===== src/rtl/striping_ctrl_pkg.sv =====
// Shared encodings for the two-lane striping scheduler.
package striping_ctrl_pkg;

  typedef enum logic [1:0] {
    ST_IDLE   = 2'd0,
    ST_TRAIN  = 2'd1,
    ST_ACTIVE = 2'd2
  } state_e;

  localparam logic MODE_X1 = 1'b0;
  localparam logic MODE_X2 = 1'b1;

  localparam logic [31:0] IDLE_SYM_DEFAULT = 32'h0000_00BC;

endpackage


===== src/rtl/striping_train_cnt.sv =====
// Training-word counter: counts emissions, saturates at TRAIN_WORDS.
module striping_train_cnt #(
  parameter int unsigned TRAIN_WORDS = 16
) (
  input  logic i_clk,
  input  logic i_rst,
  input  logic i_en,
  input  logic i_clr,
  output logic o_last,
  output logic o_done
);

  localparam int unsigned CNT_W = $clog2(TRAIN_WORDS + 1);

  logic [CNT_W-1:0] r_cnt;

  // Count enabled emissions; clear has priority, count holds once saturated.
  always_ff @(posedge i_clk or posedge i_rst) begin
    if (i_rst) begin
      r_cnt <= '0;
    end else if (i_clr) begin
      r_cnt <= '0;
    end else if (i_en && (r_cnt != CNT_W'(TRAIN_WORDS))) begin
      r_cnt <= r_cnt + CNT_W'(1);
    end
  end

  // o_last marks the count before the final emission.
  assign o_last = (r_cnt == CNT_W'(TRAIN_WORDS - 1));
  assign o_done = (r_cnt == CNT_W'(TRAIN_WORDS));

endmodule


===== src/rtl/striping_ctrl.sv =====
// Lane scheduler: link training, then round-robin (x2) or single-lane (x1) striping.
module striping_ctrl
  import striping_ctrl_pkg::*;
#(
  parameter int unsigned       DATA_W      = 32,
  parameter int unsigned       TRAIN_WORDS = 16,
  parameter logic [DATA_W-1:0] IDLE_SYM    = DATA_W'(IDLE_SYM_DEFAULT)
) (
  input  logic              clk_2f,
  input  logic              reset,
  input  logic              link_en,
  input  logic              lane_mode,
  input  logic [DATA_W-1:0] data_in,
  input  logic              valid_in,
  output logic              ready_out,
  input  logic [1:0]        lane_full,
  output logic [DATA_W-1:0] lane_0,
  output logic [DATA_W-1:0] lane_1,
  output logic              valid_out0,
  output logic              valid_out1,
  output logic              train_done
);

  state_e            r_state;
  logic              r_mode;
  logic              r_ptr;
  logic [DATA_W-1:0] r_lane0;
  logic [DATA_W-1:0] r_lane1;
  logic              r_valid0;
  logic              r_valid1;
  logic              r_train_done;

  state_e            w_state_d;
  logic              w_mode_d;
  logic              w_ptr_d;
  logic [DATA_W-1:0] w_lane0_d;
  logic [DATA_W-1:0] w_lane1_d;
  logic              w_valid0_d;
  logic              w_valid1_d;
  logic              w_cnt_clr;
  logic              w_cnt_last;
  logic              w_cnt_done;
  logic              w_any_full;
  logic              w_ready;
  logic              w_xfer;
  logic              w_emit;

  // In x1 only lane 0 backpressure matters.
  assign w_any_full = (r_mode == MODE_X2) ? (|lane_full) : lane_full[0];
  assign w_ready    = (r_state == ST_ACTIVE) && !lane_full[r_ptr];
  assign w_xfer     = valid_in && w_ready;
  // Dropping link_en abandons training immediately, so no emission that cycle.
  assign w_emit     = (r_state == ST_TRAIN) && link_en && !w_any_full && !w_cnt_done;

  striping_train_cnt #(
    .TRAIN_WORDS(TRAIN_WORDS)
  ) u_train_cnt (
    .i_clk  (clk_2f),
    .i_rst  (reset),
    .i_en   (w_emit),
    .i_clr  (w_cnt_clr),
    .o_last (w_cnt_last),
    .o_done (w_cnt_done)
  );

  // Next-state, pointer and lane register inputs.
  always_comb begin
    w_state_d  = r_state;
    w_mode_d   = r_mode;
    w_ptr_d    = r_ptr;
    w_lane0_d  = r_lane0;
    w_lane1_d  = r_lane1;
    w_valid0_d = 1'b0;
    w_valid1_d = 1'b0;
    w_cnt_clr  = 1'b0;
    unique case (r_state)
      ST_IDLE: begin
        w_ptr_d   = 1'b0;
        w_cnt_clr = 1'b1;
        if (link_en) begin
          w_state_d = ST_TRAIN;
          w_mode_d  = lane_mode;
        end
      end
      ST_TRAIN: begin
        if (!link_en) begin
          w_state_d = ST_IDLE;
          w_ptr_d   = 1'b0;
          w_cnt_clr = 1'b1;
        end else if (w_emit) begin
          w_lane0_d  = IDLE_SYM;
          w_valid0_d = 1'b1;
          if (r_mode == MODE_X2) begin
            w_lane1_d  = IDLE_SYM;
            w_valid1_d = 1'b1;
          end
          if (w_cnt_last) begin
            w_state_d = ST_ACTIVE;
          end
        end
      end
      ST_ACTIVE: begin
        // A transfer accepted in the same cycle link_en falls still completes.
        if (w_xfer) begin
          if (r_ptr == 1'b0) begin
            w_lane0_d  = data_in;
            w_valid0_d = 1'b1;
          end else begin
            w_lane1_d  = data_in;
            w_valid1_d = 1'b1;
          end
          if (r_mode == MODE_X2) begin
            w_ptr_d = ~r_ptr;
          end
        end
        if (!link_en) begin
          w_state_d = ST_IDLE;
          w_ptr_d   = 1'b0;
          w_cnt_clr = 1'b1;
        end
      end
      default: begin
        w_state_d = ST_IDLE;
        w_ptr_d   = 1'b0;
        w_cnt_clr = 1'b1;
      end
    endcase
  end

  // State and output registers; reset clears everything asynchronously.
  always_ff @(posedge clk_2f or posedge reset) begin
    if (reset) begin
      r_state      <= ST_IDLE;
      r_mode       <= MODE_X1;
      r_ptr        <= 1'b0;
      r_lane0      <= '0;
      r_lane1      <= '0;
      r_valid0     <= 1'b0;
      r_valid1     <= 1'b0;
      r_train_done <= 1'b0;
    end else begin
      r_state      <= w_state_d;
      r_mode       <= w_mode_d;
      r_ptr        <= w_ptr_d;
      r_lane0      <= w_lane0_d;
      r_lane1      <= w_lane1_d;
      r_valid0     <= w_valid0_d;
      r_valid1     <= w_valid1_d;
      r_train_done <= (w_state_d == ST_ACTIVE);
    end
  end

  assign ready_out  = w_ready;
  assign lane_0     = r_lane0;
  assign lane_1     = r_lane1;
  assign valid_out0 = r_valid0;
  assign valid_out1 = r_valid1;
  assign train_done = r_train_done;

endmodule

===== config.mk =====
export PLATFORM = sky130hd
export DESIGN_NAME = striping_ctrl
export DESIGN_NICKNAME = d
export VERILOG_FILES = /design/src/rtl/striping_ctrl_pkg.sv /design/src/rtl/striping_train_cnt.sv /design/src/rtl/striping_ctrl.sv
export SDC_FILE = /design/constraint.sdc
export NUM_CORES = 1
export LEC_CHECK = 0
export ABC_AREA = 1
export BUFFER_PORTS_ARGS = -buffer_cell sky130_fd_sc_hd__buf_4
export CELL_PAD_IN_SITES_DETAIL_PLACEMENT = 0
export CELL_PAD_IN_SITES_GLOBAL_PLACEMENT = 2
export CORE_ASPECT_RATIO = 0.7
export CORE_MARGIN = 10
export CORE_UTILIZATION = 26
export CTS_CLUSTER_SIZE = 20
export DETAILED_ROUTE_END_ITERATION = 8
export GPL_ROUTABILITY_DRIVEN = 0
export GPL_TIMING_DRIVEN = 0
export PLACE_DENSITY = 0.85
export SYNTH_ARGS = -nofsm -noshare
export SYNTH_HDL_FRONTEND = slang
export SYNTH_SLANG_ARGS = --single-unit

===== constraint.sdc =====
create_clock -name clk_2f -period 2 [get_ports clk_2f]
set_input_delay 0.2 -clock clk_2f [delete_from_list [all_inputs] [get_ports clk_2f]]
set_output_delay 0.2 -clock clk_2f [all_outputs]
set_load 0.01 [all_outputs]

Yosys cells after proc, flatten, opt, wreduce, memory -nomap -nowiden
Cells that the tools add are included.
{ "totals": {"reg_bits": 76, "input_bits": 39, "out_inout_bits": 68, "wordCells": 85} }
{ "op_classes": {"add_sub_neg": 1, "magnitude_cmp": 1, "eq_ne": 15, "muxes": 40, "n_bitwise": 1, "reduce_logical": 18} }
{ "op_table": {"columns": ["operator", "count"], "rows": [
  ["$mux 32", 9],
  ["$pmux 32 s2", 2],
  ["$mux 1", 18],
  ["$ne 2x2->1 const B", 6],
  ["$mux 2", 5],
  ["$mux 5", 2],
  ["$logic_and 1x1->1", 6],
  ["$ne 3x3->1 const B", 2],
  ["$pmux 1 s2", 3],
  ["$pmux 2 s3", 1],
  ["$reduce_and 6->1", 1],
  ["$add 5x1->5 const B", 1],
  ["$eq 5x4->1 const B", 1],
  ["$eq 5x5->1 const B", 1],
  ["$ne 5x5->1 const B", 1],
  ["$reduce_and 5->1", 1],
  ["$eq 2x2->1 const B", 2],
  ["$reduce_bool 2->1", 2],
  ["$reduce_or 2->1", 2],
  ["$logic_not 1->1", 3],
  ["$reduce_and 3->1", 1],
  ["$eq 2x1->1 const B", 1],
  ["$logic_not 2->1", 1],
  ["$lt 1x2->1 const B", 1],
  ["3 further kinds", 3]
]} }

Logic depth before layout (Yosys ltp)
Gate-level depths: netlist (run 1).
{ "depth": {"ltp_word": 9, "mapped_depth": 12, "mapped_depth_nobuf": 11} }

Hierarchy
A second synthesis (run 1) with hierarchy kept.
{ "hier_totals": {"cells_unflattened": 464, "area_unflattened_um2": 3704.8} }
{ "modules_own_cells": {"columns": ["mod", "n_inst", "cells_per_inst", "area_each_um2", "seq_area_each_um2"], "rows": [
  ["striping_ctrl", 1, 415, 3352.0, 1776.7],
  ["striping_train_cnt", 1, 49, 352.8, 125.1]
]} }

Worst setup path after synthesis (run 1)
No wires, ideal clock.
{ "synth_timing": {"kind": "reg2reg", "start": "reg r_state[0]", "end": "reg r_lane1[0], in the netlist lane_1[0]", "setup_ns": 0.119, "arrival_ns": 1.555, "required_time_ns": 1.881, "path_slack_ns": 0.327, "stages_incl_launch_ff": 11, "n_path_buf": 2, "period_less_slack_ns": 1.673, "cell_sequence": "dfrtp_1 -> inv_1 -> ha_1 -> buf_2 -> nand2_1 -> o21ai_1 -> nor2_2 -> nand4_1 -> buf_2 -> nand2_1 -> nand2_1"} }
{ "synth_via": {"elab_chain_cells": 6, "elab_cells_between_ends": 15, "classes_between": "eq/ne (7); mux (1); reduce/logical (7)"} }
{ "synth_rtl": {"columns": ["item", "line", "rtl"], "rows": [
  ["from (decl)", "striping_ctrl.sv:24", "state_e r_state;"],
  ["from (signal assigned)", "striping_ctrl.sv:142", "r_state <= w_state_d;"],
  ["$eq 2x1->1", "striping_ctrl.sv:53, striping_ctrl.sv:76", null],
  ["$logic_and 1x1->1 (3 in a row)", "striping_ctrl.sv:53", "assign w_emit = (r_state == ST_TRAIN) && link_en && !w_any_full && !w_cnt_done;"],
  ["$ne 2x1->1 (no source line)", null, null],
  ["$reduce_and 6->1 (no source line)", null, null],
  ["to (signal assigned)", "striping_ctrl.sv:146", "r_lane1 <= w_lane1_d;"],
  ["to (decl)", "striping_ctrl.sv:28", "logic [DATA_W-1:0] r_lane1;"]
]} }
Parallel ways exist; a longest one is shown, timed or not.
A chain may end at the register's enable or synchronous reset.

Final worst setup path (run 1)
{ "layout_timing": {"start": "reg r_state[1]", "end": "reg r_lane1[15], in the netlist lane_1[15]"} }
The elaborated chain is that of the path after synthesis.

==> results_dict.tcl, run 1 <==
set metrics [dict create \
    cpMaxStageDelayCell "dfrtp_1" \
    skew_ns 0.00469 \
    setup_viol 0 \
    clkSinkCount 76 \
    wl_met3_um 879 \
    cts_tree "done" \
    max-slew-margin-rel_pct 57.4 \
    synth_nets 497 \
    async_reset_ff_share_pct 100 \
    grt_max_degree 32 \
    required_ns 2.22 \
    crit_path_end_kind "flip-flop" \
    status "completed" \
    power.density_nw_per_um2 1000 \
    final_nets 623 \
    coreArea_sq_um 13400 \
    crit_path_max_fanout 10 \
    synth_edf_count 0 \
    yosysMostFrequentCell "nand2_1" \
    final_area_sq_um 5130 \
    ys_top_cells_by_area "dfrtp_1, nand2_1, nand4_1, o21ai_0, inv_1" \
    drt_iter0_drc 188 \
    placementRows 35 \
    wl_met2_um 5290 \
    hold_path_class "input port to flip-flop" \
    finalCriticalPeriod_ns 1.88 \
    wirelength_um 12300 \
    synth_top_family_by_area "simple AND/OR/NAND/NOR gates" \
    syn2layout_area_growth_pct 42.3 \
    dp_hpwl_um 9220 \
    yosysUniqueCellTypes 26 \
    die_h_um 118 \
    yosysTopAreaCell "dfrtp_1" \
    ys_dominant_reg_cell "dfrtp_1" \
    fmax_mhz 532 \
    vias 3388 \
    crit_arrival_ns 2.10 \
    cts-buffers-inserted 9 \
    drc 0 \
    leakage_nw 2.96 \
    top_layer_used "met4" \
    viasPerCell 4.42 \
    slew_violations 0 \
    worstMarginPinSlew_ns 0.638 \
    fillers 1395 \
    path_class "flip-flop to flip-flop" \
    synthMuxAreaShare_pct 0 \
    r2r_slack_ns 0.12 \
    wl_met1_um 6070 \
    netlist_instances 451 \
    numPortBuffers 105 \
    die_w_um 161 \
    synth-simple-area-share_pct 28.3 \
    fin_crit_sh_pct 93.9 \
    yosysWarnings 0 \
    post_drt_wl_per_cell_um 16.1 \
    ioPinCount 107 \
    synthTopCellsByCount "nand2_1, dfrtp_1, inv_1" \
    totalPowerFinal_mw 5.14 \
    n_antenna_cell 0 \
    start_util_pct 27.0 \
    peakVddDrop_uv 436 \
    clockBufferDepth 2 \
    drive_gt1_share_pct 28.5 \
    synth_area_sq_um 3600 \
    cap_violations 0 \
    antenna_found_initial 0 \
    dp.cells 743 \
    path_cells "inv_1 -> ha_4 -> nand2_2 -> nor2_2 -> nand3_2 -> nand2_2 -> nand4_1 -> buf_4 -> buf_2 -> nand2_1 -> nand2_1" \
    synth_fa_ha_area_share_pct 2.43 \
    grt_usage_pct 12.7 \
    placed_area_sq_um 4670 \
    ys_seq_elements 76 \
    cts_root_buffer "clkbuf_16" \
    finalNonFillerCells 767 \
    grt_pass1_wl_um 19500 \
    antenna_left 0 \
    fin_tns_setup_ns 0 \
    grt_pass1_vias 3525 \
    seq_area_frac_synth_pct 52.8 \
    start_kind "flip-flop" \
    cts.htree.levels 3 \
    synth_area_per_cell_sq_um 7.99 \
    clk_latency_ns 0.34 \
    dieArea_sq_um 19000 \
    critPathMaxStageDelay_ns 0.40 \
    synth_top_cell_area_share_pct 52.8 \
    hold_viol_final 0 \
    grt_overflow 0 \
    synth-compound-area-share_pct 7.47 \
    first_pass_iters 4 \
    synthXorXnorAreaFrac_pct 0 \
    clkTransAtPathRegs_ns 0.06 \
]
-- cell families (layout without fill, tap and decap cells) --
logic type / after synthesis / count (layout)
and+or+nand+nor: 236 / 236
DFF: 76 / 76
AOI/OAI and AO/OA: 51 / 51
adders and majority gates: 7 / 7
buffers and inverters: 81 / 212
-- worst max-delay path: cells and delay by family, from the launching register on --
family	cells	cell delay, ns
flops	1	0.40
buf+inv	3	0.48
fa+ha+maj	1	0.20
simple gates	7	0.66
-- metal layers --
metal / track usage (%) / vias up
li1: - / 1682
met1: 17.8 / 1589
met2: 18.2 / 107
met3: 4.79 / 10
met4: 2.38 / 0
met5: 0 / -
-- registers in the layout (all words and copies together) (netlist names) --
| register | count |
|---|---|
| lane_0 | 32 |
| lane_1 | 32 |
| r_mode | 1 |
| r_ptr | 1 |
| r_state | 2 |
| train_done | 1 |
| u_train_cnt.r_cnt | 5 |
| valid_out0 | 1 |
| valid_out1 | 1 |
-- worst paths after layout --
kind                       depth (start not counted)  startpoint    endpoint
max                                               11  r_state[1]  lane_1[15]
min                                                3   lane_mode      r_mode
max reg2reg                                       11  r_state[1]  lane_1[15]
min reg2reg                                        2  lane_1[18]  lane_1[18]
max in group asynchronous                          4       reset  r_state[0]
min in group asynchronous                          3       reset   lane_1[4]
-- cell type report --
| class | count | area [sq um] | share of cell area [%] |
|---|---|---|---|
| Timing Repair Buffer | 115 | 898 | 17.5 |
| Multi-Input combinational cell | 294 | 1420 | 27.6 |
| Tap cell | 185 | 231 | 4.52 |
| Sequential cell | 76 | 1900 | 37.1 |
| Clock buffer | 12 | 246 | 4.81 |
| Inverter | 54 | 206 | 4.03 |
| Clock inverter | 4 | 72.6 | 1.42 |
| Buffer | 27 | 153 | 2.98 |
-- placed cells by master (no fill, tap or decap), drive strengths merged --
master	count
ha	7
a21oi	5
nand2	183
buf	128
o21ai	41
a21boi	1
nor2	9
o22ai	2
o211ai	1
nand3	5
clkbuf	25
nor3	3
nand4	34
dlygate4sd3	1
clkinv	1
o21bai	1
clkinvlp	2
nor3b	2
dfrtp	76
bufinv	2
inv	53
-- power by group --
group,switching [mW],leakage (nW),internal (mW)
Sequential,0.0868,1.03,1.67
Clock,0.642,0.153,1.13
Combinational,1.00,1.77,0.609
-- through the flow --
stage          worst slack [ns]  util [%]  hold slack [ns]
4_1_cts                 0.00320      37.7            0.113
3_5_place_dp             -0.235      35.0            0.325
2_1_floorplan             0.327         -            0.358
3_3_place_gp             -0.197      34.6            0.470
6_report                  0.121      38.4            0.129
5_1_grt                 -0.0458      38.4            0.141
-- what timing repair did --
item,4_1_cts,5_1_grt
hold endpoints to repair,24,0
setup buffers,2,5
hold buffers,1,0
pin swaps,1,2
endpoints found under the setup margin,38,63
gates resized for setup,5,34
Power figures use the tool's default switching activity.
==> run 2, diff against run 1 <==
CAP_MARGIN = 40   (was default)
CTS_BUF_LIST = sky130_fd_sc_hd__clkbuf_16   (was default)
==> run 2 against run 1 <==
- sequential power about the same
- maximum frequency decreased by 0.11%
- worst hold slack hardly changed
- final area decreased by 0.20%
- register-to-register slack hardly changed
- clock power shrank 3%
==> results_dict.tcl, run 2 (same netlist as run 1, synthesis figures left out) <==
set metrics [dict create \
    cts-buffers-inserted 9 \
    start_kind "flip-flop" \
    worstMarginPinSlew_ns 0.642 \
    fin_tns_setup_ns 0 \
    antenna_left 0 \
    finalCriticalPeriod_ns 1.88 \
    final_common_cell "nand2_1" \
    die_h_um 118 \
    crit_path_end_kind "flip-flop" \
    placementRows 35 \
    crit_path_max_fanout 10 \
    grt_pass1_vias 3531 \
    r2r_slack_ns 0.12 \
    coreArea_sq_um 13400 \
    power.density_nw_per_um2 994 \
    clockBufferDepth 2 \
    status "completed" \
    n_antenna_cell 0 \
    peakVddDrop_uv 436 \
    crit_arrival_ns 2.10 \
    cts_root_buffer "clkbuf_16" \
    drive_gt1_share_pct 28.4 \
    final_nets 623 \
    ioPinCount 107 \
    clkTransAtPathRegs_ns 0.06 \
    vias 3423 \
    path_class "flip-flop to flip-flop" \
    start_util_pct 27.0 \
    holdWs_ns 0.129 \
    cap_violations 0 \
    final_cell_mix "nand2_1, buf_4, dfrtp_1, inv_1, o21ai_0" \
    clk_latency_ns 0.34 \
    grt_pass1_wl_um 19500 \
    skew_ns 0.00561 \
    hold_viol_final 0 \
    max-slew-margin-rel_pct 57.1 \
    leakage_nw 2.96 \
    grt_overflow 0 \
    grt_max_degree 32 \
    antenna_found_initial 0 \
    dieArea_sq_um 19000 \
    wirelength_um 12300 \
    fin_crit_sh_pct 94.0 \
    setup_viol 0 \
    slew_violations 0 \
    clkSinkCount 76 \
    hold_path_class "input port to flip-flop" \
    dp_hpwl_um 9220 \
    fmax_mhz 532 \
    cts_tree "done" \
    first_pass_iters 4 \
    viasPerCell 4.46 \
    cts.htree.levels 3 \
    grt_usage_pct 12.7 \
    fillers 1396 \
    numPortBuffers 105 \
    syn2layout_area_growth_pct 42.0 \
    required_ns 2.22 \
    drc 0 \
    drt_iter0_drc 207 \
    post_drt_wl_per_cell_um 16.0 \
    fin_util_pct 38.3 \
    die_w_um 161 \
]
run 2: cell count changes in the layout (fill, tap and decap cells not counted), sizes merged:
cell    delta
clkbuf     -3
inv        +2
clkinv     +1
run 2: area by class of cell:
cell class                 instances  area [sq um]  area share, %
clock inverter                     7          83.8           1.64
timing repair buffer             115           898           17.6
multi-input combinational        294          1420           27.7
clock buffer                       9           225           4.40
tap                              185           231           4.52
inverter                          54           206           4.04
sequential                        76          1900           37.2
buffer                            27           153           2.98
run 2: stage by stage:
stage                     instances  setup WS [ns]  total power, mW  cell area, sq um
after floorplan                 451          0.327             2.64              3610
after global placement          741         -0.197             3.20              4630
after detailed placement        743         -0.235             3.24              4670
after CTS                       762       -0.00955             5.02              5020
after global routing            767        -0.0403             5.41              5120
final                           767          0.119             5.09              5120
run 2: layer usage:
metal  track usage [%]  share of wire, %  vias up
li1                  -                 -     1682
met1              17.8                48     1615
met2              18.1                43      117
met3              4.79               7.7        9
met4              2.38              0.71        0
met5                 0                 0        -
run 2: path summary, 6_finish.rpt:
check | start | endpoint | cells after the start
max in group asynchronous | reset | r_state[0] | 4
worst max-delay path | r_state[1] | lane_1[15] | 11
worst min-delay path | lane_mode | r_mode | 3
worst min register to register | lane_1[19] | lane_1[19] | 2
worst max register to register | r_state[1] | lane_1[15] | 11
min in group asynchronous | reset | lane_1[4] | 3
run 2: power by group:
| group | switching [mW] | internal (mW) |
|---|---|---|
| Combinational | 1.00 | 0.609 |
| Sequential | 0.0866 | 1.67 |
| Clock | 0.642 | 1.08 |
run 2: what timing repair did:
item / CTS / global route
hold buffers: 1 / 0
resized for setup: 4 / 36
setup buffers: 2 / 5
setup endpoints to repair: 38 / 65
pin swaps: 1 / 2
endpoints found under the hold margin: 24 / 0
run 2: worst max-delay path: stages (launching register included):
cell and delay, ns:
dfrtp_1 0.40, inv_1 0.14, ha_4 0.20, nand2_2 0.10, nor2_2 0.10, nand3_2 0.13
nand2_2 0.10, nand4_1 0.10, buf_4 0.17, buf_2 0.19, nand2_1 0.08, nand2_1 0.05
==> run 3, diff against run 2 <==
--- a/config.mk
+++ b/config.mk
@@ -15,4 +15,5 @@
 export CORE_UTILIZATION = 26
 export CTS_BUF_LIST = sky130_fd_sc_hd__clkbuf_16
+export CTS_CLUSTER_DIAMETER = 120
 export CTS_CLUSTER_SIZE = 20
 export DETAILED_ROUTE_END_ITERATION = 8
==> constraint.sdc (replaced) <==
create_clock -name clk_2f -period 2 [get_ports clk_2f]
set_input_delay 0.4 -clock clk_2f [delete_from_list [all_inputs] [get_ports clk_2f]]
set_output_delay 0.4 -clock clk_2f [all_outputs]
set_load 0.01 [all_outputs]
==> run 3 against run 2 <==
- first-iteration DRC count down 5.3%
- clock skew up 0.0012 ns
- die area unchanged
- wire length down 1.1%
- sequential share of layout area up 0.055 points
- sequential cell count unchanged
- via count down 1.0%
- core utilization down 0.056 points
- worst hold slack better by 0.022 ns
- clock power about the same
- critical path depth down 5
- largest cell class unchanged
- largest power group unchanged
==> results_dict.tcl, run 3 (same netlist as run 1, synthesis figures left out) <==
set metrics [dict create \
    worstMarginPinSlew_ns 0.645 \
    fin_crit_sh_pct 95.6 \
    grt_max_degree 32 \
    r2r_cells 9 \
    clkTransAtPathRegs_ns 0.06 \
    cap_violations 0 \
    vias 3388 \
    drt_iter0_drc 196 \
    clkSinkCount 76 \
    grt_pass1_wl_um 19500 \
    cts-buffers-inserted 9 \
    status "completed" \
    crit_path_end_kind "output pin" \
    numPortBuffers 105 \
    path_class "flip-flop to output pin" \
    antenna_left 0 \
    syn2layout_area_growth_pct 41.8 \
    clockBufferDepth 2 \
    leakage_nw 2.95 \
    final_cell_mix "nand2_1, buf_4, dfrtp_1, inv_1, o21ai_0" \
    dp.cells 743 \
    r2r_slack_ns 0.16 \
    peakVddDrop_uv 425 \
    antenna_found_initial 0 \
    finalCriticalPeriod_ns 1.91 \
    grt_usage_pct 12.7 \
    viasPerCell 4.42 \
    totalPowerFinal_mw 5.05 \
    final_common_cell "nand2_1" \
    fmax_mhz 523 \
    coreArea_sq_um 13400 \
    clk_latency_ns 0.34 \
    placementRows 35 \
    dp_hpwl_um 9220 \
    grt_overflow 0 \
    grt_pass1_vias 3536 \
    required_ns 1.60 \
    r2r_start "r_state[0]" \
    cts_tree "done" \
    cts_root_buffer "clkbuf_16" \
    crit_arrival_ns 1.51 \
    slew_violations 0 \
    start_util_pct 27.0 \
    post_drt_wl_per_cell_um 15.8 \
    drive_gt1_share_pct 28.2 \
    drc 0 \
    die_w_um 161 \
    worstReg2RegEnd "lane_1[27]" \
    first_pass_iters 4 \
    wirelength_um 12100 \
    hold_viol_final 0 \
    finalNonFillerCells 766 \
    crit_path_max_fanout 5 \
    skew_ns 0.00676 \
    n_antenna_cell 0 \
    cts.htree.levels 3 \
    start_kind "flip-flop" \
    hold_path_class "input port to asynchronous set/reset pin" \
    die_h_um 118 \
    final_nets 622 \
    ioPinCount 107 \
    max-slew-margin-rel_pct 56.9 \
    setup_viol 0 \
    dieArea_sq_um 19000 \
    power.density_nw_per_um2 989 \
]
## run 3: cell types whose count changed in the layout (fill, tap and decap cells not counted), sizes merged
cell | before | now
dlygate4sd3 | 1 | 0
buf | 128 | 130
clkbuf | 22 | 20
## run 3: final cells by class
class	instances	area, sq um
fillers	1400	8250
flip-flops and latches	76	1900
multi-input cells	294	1420
inverters	54	206
clock inverters	7	83.8
repair buffers	115	900
clock buffers	9	225
plain buffers	26	139
well taps	185	231
## run 3: how the worst max path moves through the flow
stage,startpoint,to,cells after the start
after global placement,r_state[0],lane_1[10],10
after CTS,r_state[0],ready_out,6
final,r_state[0],ready_out,6
after floorplan,r_state[0],lane_1[0],10
after detailed placement,r_state[0],lane_1[15],10
after global routing,r_state[0],lane_1[7],11
## run 3: critical path, cell delays in order (launching register included)
cell and delay (ns):
dfrtp_1 0.40, inv_2 0.10, ha_4 0.14, buf_6 0.10, nand2_2 0.07, o22ai_2 0.22, buf_6 0.14
## run 3: what timing repair did
| item | in CTS | in global routing |
|---|---|---|
| cloned | 0 | 0 |
| hold buffers | 0 | 0 |
| buffers inserted | 5 | 3 |
| setup endpoints to repair | 38 | 63 |
| pin swaps | 2 | 2 |
| resized for setup | 6 | 25 |
## run 3: per-layer routing
metal / up-vias / share of wire (%) / global-route usage (%)
li1: 1684 / - / -
met1: 1601 / 50 / 17.8
met2: 99 / 43 / 18.2
met3: 4 / 6.4 / 4.79
met4: 0 / 0.35 / 2.38
met5: - / 0 / 0
## run 3: through the flow
step	TNS, ns	utilization, %	setup slack, ns	hold WS (ns)	cell area, sq um
3_5_place_dp	-6.53	35.0	-0.235	0.470	4670
6_report	0	38.2	0.0878	0.151	5110
2_1_floorplan	0	-	0.327	0.511	3610
5_1_grt	-0.0345	38.2	-0.0132	0.185	5110
3_3_place_gp	-5.76	34.6	-0.197	0.473	4630
4_1_cts	-0.00234	37.7	-0.00214	0.167	5040
## run 3: power breakdown
part	internal, mW	switching, mW	leakage, nW
clock	1.08	0.641	0.155
sequential	1.67	0.0862	1.03
combinational	0.580	0.994	1.76
total	3.33	1.72	2.95
